$ cat src/rtl/avg_seq_ctrl.sv
// avg_seq_ctrl: captures DEPTH samples into a buffer, then streams the rounded
// averages of sample pairs that are eff_lag entries apart, one result per cycle
// under a valid/ready handshake on the output.
module avg_seq_ctrl #(
    parameter int unsigned DEPTH = 128,
    parameter int unsigned W     = 8
) (
    input  logic         clk,
    input  logic         reset,
    input  logic         start,
    input  logic [3:0]   lag,
    input  logic         in_valid,
    input  logic [W-1:0] in_data,
    output logic         in_ready,
    output logic         out_valid,
    output logic [W-1:0] out_data,
    input  logic         out_ready,
    output logic         busy,
    output logic         done
);

    localparam int unsigned AW = $clog2(DEPTH);

    typedef enum logic [1:0] {StIdle, StLoad, StCalc, StDone} state_e;

    state_e        state_q;
    logic [AW-1:0] wr_ptr_q;
    // One bit wider than an address so it can reach N without wrapping.
    logic [AW:0]   rd_idx_q;
    logic [3:0]    eff_lag_q;

    // Sample storage; never reset, every run fully rewrites it before reading.
    logic [W-1:0]  buf_mem [DEPTH];

    logic [AW:0]   n_results;
    logic [AW-1:0] rd_addr_a;
    logic [AW-1:0] rd_addr_b;
    logic [W:0]    pair_sum;
    logic [W-1:0]  pair_avg;
    logic          in_fire;
    logic          out_fire;
    logic          more_results;
    logic          load_out;
    logic          last_write;

    // Pair addressing, rounded average and handshake decode.
    always_comb begin
        n_results    = (AW+1)'(DEPTH) - (AW+1)'(eff_lag_q);
        rd_addr_a    = rd_idx_q[AW-1:0];
        // j + eff_lag never exceeds DEPTH-1 for j < N, so no wrap occurs.
        rd_addr_b    = rd_addr_a + AW'(eff_lag_q);
        // One extra bit keeps the carry so full-scale inputs round correctly.
        pair_sum     = {1'b0, buf_mem[rd_addr_a]} + {1'b0, buf_mem[rd_addr_b]}
                       + (W+1)'(1);
        pair_avg     = W'(pair_sum >> 1);
        in_fire      = in_valid && in_ready;
        out_fire     = out_valid && out_ready;
        more_results = (rd_idx_q != n_results);
        // Output register refills when empty or being drained this cycle.
        load_out     = (!out_valid || out_ready) && more_results;
        last_write   = (wr_ptr_q == AW'(DEPTH - 1));
    end

    // Buffer write port: only handshaked samples are stored.
    always_ff @(posedge clk) begin
        if (!reset && in_fire) begin
            buf_mem[wr_ptr_q] <= in_data;
        end
    end

    // Control FSM with all outputs registered; reset overrides everything.
    always_ff @(posedge clk) begin
        if (reset) begin
            state_q   <= StIdle;
            wr_ptr_q  <= '0;
            rd_idx_q  <= '0;
            eff_lag_q <= '0;
            in_ready  <= 1'b0;
            out_valid <= 1'b0;
            out_data  <= '0;
            busy      <= 1'b0;
            done      <= 1'b0;
        end else begin
            case (state_q)
                StIdle: begin
                    done <= 1'b0;
                    if (start) begin
                        // A zero lag would pair a sample with itself; use 1.
                        eff_lag_q <= (lag == 4'd0) ? 4'd1 : lag;
                        wr_ptr_q  <= '0;
                        rd_idx_q  <= '0;
                        in_ready  <= 1'b1;
                        busy      <= 1'b1;
                        state_q   <= StLoad;
                    end
                end

                StLoad: begin
                    if (in_fire) begin
                        wr_ptr_q <= wr_ptr_q + AW'(1);
                        if (last_write) begin
                            in_ready <= 1'b0;
                            state_q  <= StCalc;
                        end
                    end
                end

                StCalc: begin
                    if (out_fire && !more_results) begin
                        // Final result accepted: nothing left to present.
                        out_valid <= 1'b0;
                        done      <= 1'b1;
                        state_q   <= StDone;
                    end else if (load_out) begin
                        out_data  <= pair_avg;
                        out_valid <= 1'b1;
                        rd_idx_q  <= rd_idx_q + (AW+1)'(1);
                    end
                end

                StDone: begin
                    done    <= 1'b0;
                    busy    <= 1'b0;
                    state_q <= StIdle;
                end

                default: begin
                    state_q <= StIdle;
                end
            endcase
        end
    end

endmodule

$ cat config.mk
export PLATFORM = sky130hd
export DESIGN_NAME = avg_seq_ctrl
export DESIGN_NICKNAME = d
export VERILOG_FILES = /design/src/rtl/avg_seq_ctrl.sv
export SDC_FILE = /design/constraint.sdc
export NUM_CORES = 1
export LEC_CHECK = 0
export CAP_MARGIN = 10
export CORE_MARGIN = 4
export CORE_UTILIZATION = 35
export DETAILED_ROUTE_END_ITERATION = 12
export DONT_BUFFER_PORTS = 1
export PLACE_DENSITY = 0.46
export SYNTH_ARGS = -nofsm -noshare
export SYNTH_HDL_FRONTEND = slang
export SYNTH_SLANG_ARGS = --single-unit
$ cat constraint.sdc
create_clock -name clk -period 11.14 [get_ports clk]
set_input_delay 1.671 -clock clk [delete_from_list [all_inputs] [get_ports clk]]
set_output_delay 1.671 -clock clk [all_outputs]
set_load 0.005 [all_outputs]
# ---- Word level (Yosys, flattened, before mapping)
# Memories as Yosys holds them, arrays and structs flattened. A register that Yosys moved wholly into a read port is not among the register bits.
# Cells that the tools add are included.
dict set report op_classes {
  n_addsub 6
  eq_ne 11
  muxes 26
  n_bitwise 1
  reduce_logical 26
}
# op count
set ops {}
lappend ops {{$mux W7} 4}
lappend ops {{$mux W8} 3}
lappend ops {{$pmux W8 S2} 1}
lappend ops {{$pmux W7 S2} 1}
lappend ops {{$ne A2 B2 Y1 const B} 6}
lappend ops {{$reduce_and A4 Y1} 3}
lappend ops {{$reduce_bool A2 Y1} 5}
lappend ops {{$add A8 B8 Y9} 1}
lappend ops {{$add A9 B1 Y9 const B} 1}
lappend ops {{$add A8 B1 Y8 const B} 1}
lappend ops {{$mux W1} 8}
lappend ops {{$mux W2} 4}
lappend ops {{$ne A8 B8 Y1} 1}
lappend ops {{$pmux W2 S4} 1}
lappend ops {{$reduce_and A2 Y1} 4}
lappend ops {{$sub A8 B4 Y8 const A} 1}
lappend ops {{$add A7 B1 Y7 const B} 1}
lappend ops {{$add A7 B4 Y7} 1}
lappend ops {{$eq A7 B7 Y1 const B} 1}
lappend ops {{$pmux W1 S2} 3}
lappend ops {{$reduce_and A3 Y1} 2}
lappend ops {{$logic_and A1 B1 Y1} 5}
lappend ops {{$eq A2 B2 Y1 const B} 2}
lappend ops {{$logic_not A4 Y1} 1}
lappend ops {{7 further kinds} 9}
dict set report word_totals {
  regBits 33
  ramBits 1024
  input_bits 17
  out_inout_bits 12
  elab_cells 80
  mem_count 1
}
# name words width rd rd_clocked_by_memory_dff write_ports line
set mem_list {}
lappend mem_list {buf_mem 128 8 2 1 1 33} ;# logic [W-1:0] buf_mem [DEPTH];

# ---- Depth between registers and ports, before layout
dict set report depth {
  word_depth 8
  ltp_mapped 22
}

# ---- Least setup slack after synthesis
# Ideal clock, no wire load.
dict set report synth_path {
  path_kind {reg2reg}
  from {register rd_idx_q[0]}
  to {register out_data[7]}
  setup_time_ns 0.143
  arrival_ns 5.073
  required_time_ns 10.997
  setup_slack_ns 5.924
  stages_incl_launch_ff 21
  n_path_buf 4
  period_less_slack_ns 5.216
  path_cell_list {dfxtp_1 -> ha_1 -> inv_1 -> fa_1 -> clkbuf_1 -> buf_1 -> clkbuf_1 -> clkbuf_1 -> mux4_2 -> mux4_2 -> mux2_2 -> o211ai_1 -> o21ai_0 -> fa_1 -> a21o_1 -> a21o_1 -> a21o_1 -> a21oi_1 -> nor2b_1 -> o21ai_0 -> a311oi_1}
}
dict set report synth_between {
  elab_chain_cells 5
  word_cells_on_any_way 10
}
# item line
set synth_rtl {}
lappend synth_rtl {{from (decl)} 29} ;# logic [AW:0] rd_idx_q;
lappend synth_rtl {{from (signal assigned)} 117} ;# rd_idx_q <= rd_idx_q + (AW+1)'(1);
lappend synth_rtl {{parallel branches: the longest is 5 deep, another holds $add A8 B8 Y9} --}
lappend synth_rtl {{to (signal assigned)} 115} ;# out_data <= pair_avg;
lappend synth_rtl {{to (decl)} 16} ;# output logic [W-1:0] out_data,
# Several ways; the timed one is not identified.
# A chain may end at the register's enable or synchronous reset.

# ---- Worst setup path in the final report
# Ends and elaborated chain as after synthesis.

==> flow_summary.toml <==
[clock_network]
cts_sinks = 1064
cts.htree.levels = 3
cts_buffers = 117
cts_tree = "yes"
ctsHoldBuffers = 0
cts_setup_buffers = 0
clkTransAtPathRegs_ps = 60
cts_resized = 0
clock_latency_ps = 720
cts-root-buf = "clkbuf_16"
clockBufferDepth = 3

[synth]
async_flop_share_pct = 0
syn_inst = 2413
ys_types = 60
seq_area_frac_synth_pct = 63.2
syn_nets = 2451
netlist_area_um2 = 49900
avgSynthCellArea_um2 = 20.7
ys_warn_count = 0
yosys_most_used_dff = "edfxtp_1"
ys_ff_latch = 1064
synth_edf_count = 1024

[timing]
period_share_pct = 57.7
rsz0062_at_grt = "false"
setup_viol = 0
finalMaxSlewViolations = 0
tightestPinTransition_ps = 1340
slew_headroom_pct = 10.4
fin_ws_ps = 4710
hold_viol_final = 0
period_needed_ps = 6430
finalSetupTns_ps = 0
skew_ps = 24.0
max_freq_mhz = 155

[detailed_routing]
drtPass1Iterations = 6
antenna_left = 0
routed_wl_um = 157000
dr_total_vias = 26600
vias_per_cell = 6.01
drt_iter0_drc = 2742
post_drt_wl_per_cell_um = 35.5
drc_errors = 0

[critical_path]
crit_path_end_kind = "register"
critPathMostFrequentCell = "a21o_1"
crit_type = "register to register"
max_stage_delay_ps = 1280
slowest_stage = "fa_4"
worstSetupStartpointType = "register"
crit_arrival_ps = 7030
crit_fanout = 130
regToRegSetupSlack_ps = 4710
cp.required_ps = 11740
timing.critical_path.cells = "ha_4 -> inv_1 -> fa_4 -> buf_12 -> mux4_2 -> mux4_2 -> mux2_2 -> o211ai_1 -> o21ai_0 -> fa_1 -> a21o_1 -> a21o_1 -> a21o_1 -> a21oi_1 -> nor2b_1 -> o21ai_0 -> a311oi_1"

[place]
io_buffers = 0
gp_congestion = 0.819
dpl.hpwl_um = 97700
dp_slack_ps = 4700
dp.cells = 4211

[pwr]
powerDensity_nw_per_um2 = 191
p_comb_share_pct = 21.5
max-vdd-ir-drop_mv = 0.205
p_leak_nw = 16.7
sequentialPowerShare_pct = 41.5
netSwitchingFraction_pct = 26.7
p_clk_share_pct = 37.0
internal_power_w = 0.00787
power_switching_w = 0.00287

[final_layout]
instances_no_fill = 4430
area_delta_synth_final_pct = 12.9
final_cell_mix = "edfxtp_1 (1024), mux4_2 (623), nor2_1 (173)"
fin_nets = 2479
drive_gt1_share_pct = 36.3
layout_commonest_cell = "edfxtp_1"

[global_routing]
grt-ovfl-total = 0
grt_util_all_layers_pct = 21.3
grt_pass1_vias = 26800
grt_max_degree = 131
grt_pass1_wl_um = 221000
antenna_found_initial = 4

[worst_hold_path]
min_path_type = "register to register"

[flow_run]
cap_viol_max_count = 0

[run_status]
status = "finished, final reports clean"

[floorplanning]
die_y_um = 386
start_util_pct = 35.3
fp.dieW_um = 386
die_area_um2 = 149000
core_area_um2 = 142000
rows = 138
io_pins = 29
[critical path: cells and delay by family, from the launching register on]
kind | cells | cell delay, ps
multiplexers | 3 | 1340
AND/OR/NAND/NOR | 1 | 70
flip-flops | 1 | 470
AO/OA/AOI/OAI | 8 | 1530
adder cells (fa/ha/maj) | 3 | 1940
buffers and inverters | 2 | 630
[flip-flops by register name, indices dropped and copies added (netlist names), named ones only]
name and cells:
buf_mem 1024, out_data 8, rd_idx_q 8, wr_ptr_q 7, eff_lag_q 4, state_q 2, busy 1, done 1
in_ready 1, out_valid 1
[cell type report]
class | instances | area (um^2)
Fill cell | 12500 | 85200
Tap cell | 1890 | 2360
Clock buffer | 146 | 3150
Clock inverter | 71 | 783
Timing Repair Buffer | 87 | 768
Sequential cell | 1064 | 31600
Antenna cell | 1 | 2.50
Inverter | 13 | 48.8
Multi-Input combinational cell | 1158 | 17700
[cell families (layout without fill, tap and decap cells)]
| family | count (synthesis) | after routing | synth area share, % |
|---|---|---|---|
| buffers and inverters | 191 | 317 | 1.55 |
| DFF | 1064 | 1064 | 63.2 |
| and+or+nand+nor | 300 | 300 | 2.63 |
| muxes | 716 | 716 | 30.3 |
| adders and majority gates | 21 | 21 | 0.556 |
| other | 0 | 1 | 0 |
| AOI/OAI and AO/OA | 95 | 95 | 1.28 |
| xor gates and xnor gates | 26 | 26 | 0.509 |
[through the flow]
stage	area [um^2]	hold WS (ps)	util [%]	total power (W)
final	56400	518	39.8	0.0107
after global routing	56400	534	39.8	0.0112
after CTS	56400	514	39.8	0.0109
after detailed placement	52400	504	37.0	0.00688
after global placement	52300	492	37.0	0.00688
after floorplan	49900	468	-	0.00613
[power by group through the flow]
stage / Clock [W] / Sequential [W] / Combinational (W)
final: 0.00398 / 0.00446 / 0.00231
after CTS: 0.00407 / 0.00446 / 0.00235
after global routing: 0.00424 / 0.00446 / 0.00245
after global placement: 0 / 0.00454 / 0.00234
after floorplan: 0 / 0.00451 / 0.00163
after detailed placement: 0 / 0.00454 / 0.00234
[cells in the mapped netlist (6+ instances only)]
library cell | count | share of area [%]
a21oi_1 | 26 | 0.26
a22oi_1 | 6 | 0.090
buf_1 | 39 | 0.29
buf_2 | 20 | 0.20
clkbuf_1 | 115 | 0.86
dfxtp_1 | 40 | 1.6
edfxtp_1 | 1024 | 62
ha_1 | 19 | 0.48
inv_1 | 13 | 0.098
mux2_2 | 27 | 0.61
mux2i_1 | 55 | 1.1
mux4_1 | 9 | 0.47
mux4_2 | 623 | 28
nand2_1 | 48 | 0.36
nand3_1 | 18 | 0.18
nand4_1 | 8 | 0.10
nor2_1 | 173 | 1.3
nor2b_1 | 17 | 0.21
nor3_1 | 10 | 0.10
o211ai_1 | 9 | 0.14
o21ai_0 | 14 | 0.14
xnor2_1 | 7 | 0.12
xor2_1 | 17 | 0.30
[path summary, 6_finish.rpt]
path | startpoint | to | depth (start not counted)
worst max-delay path | rd_idx_q[0]$_SDFFE_PP0N_ | out_data[7]$_SDFFE_PP0P_ | 17
worst min-delay path | out_valid$_SDFFE_PP0P_ | out_valid$_SDFFE_PP0P_ | 2
worst max register to register | rd_idx_q[0]$_SDFFE_PP0N_ | out_data[7]$_SDFFE_PP0P_ | 17
worst min register to register | out_valid$_SDFFE_PP0P_ | out_valid$_SDFFE_PP0P_ | 2
[per-layer routing]
| layer | GRT usage, % | share of wire [%] |
|---|---|---|
| met5 | 0 | 0.0083 |
| met4 | 4.54 | 1.8 |
| met3 | 3.98 | 7.1 |
| met2 | 34.0 | 48 |
| met1 | 30.6 | 43 |
Note: power is estimated with default switching activity, not from simulation.
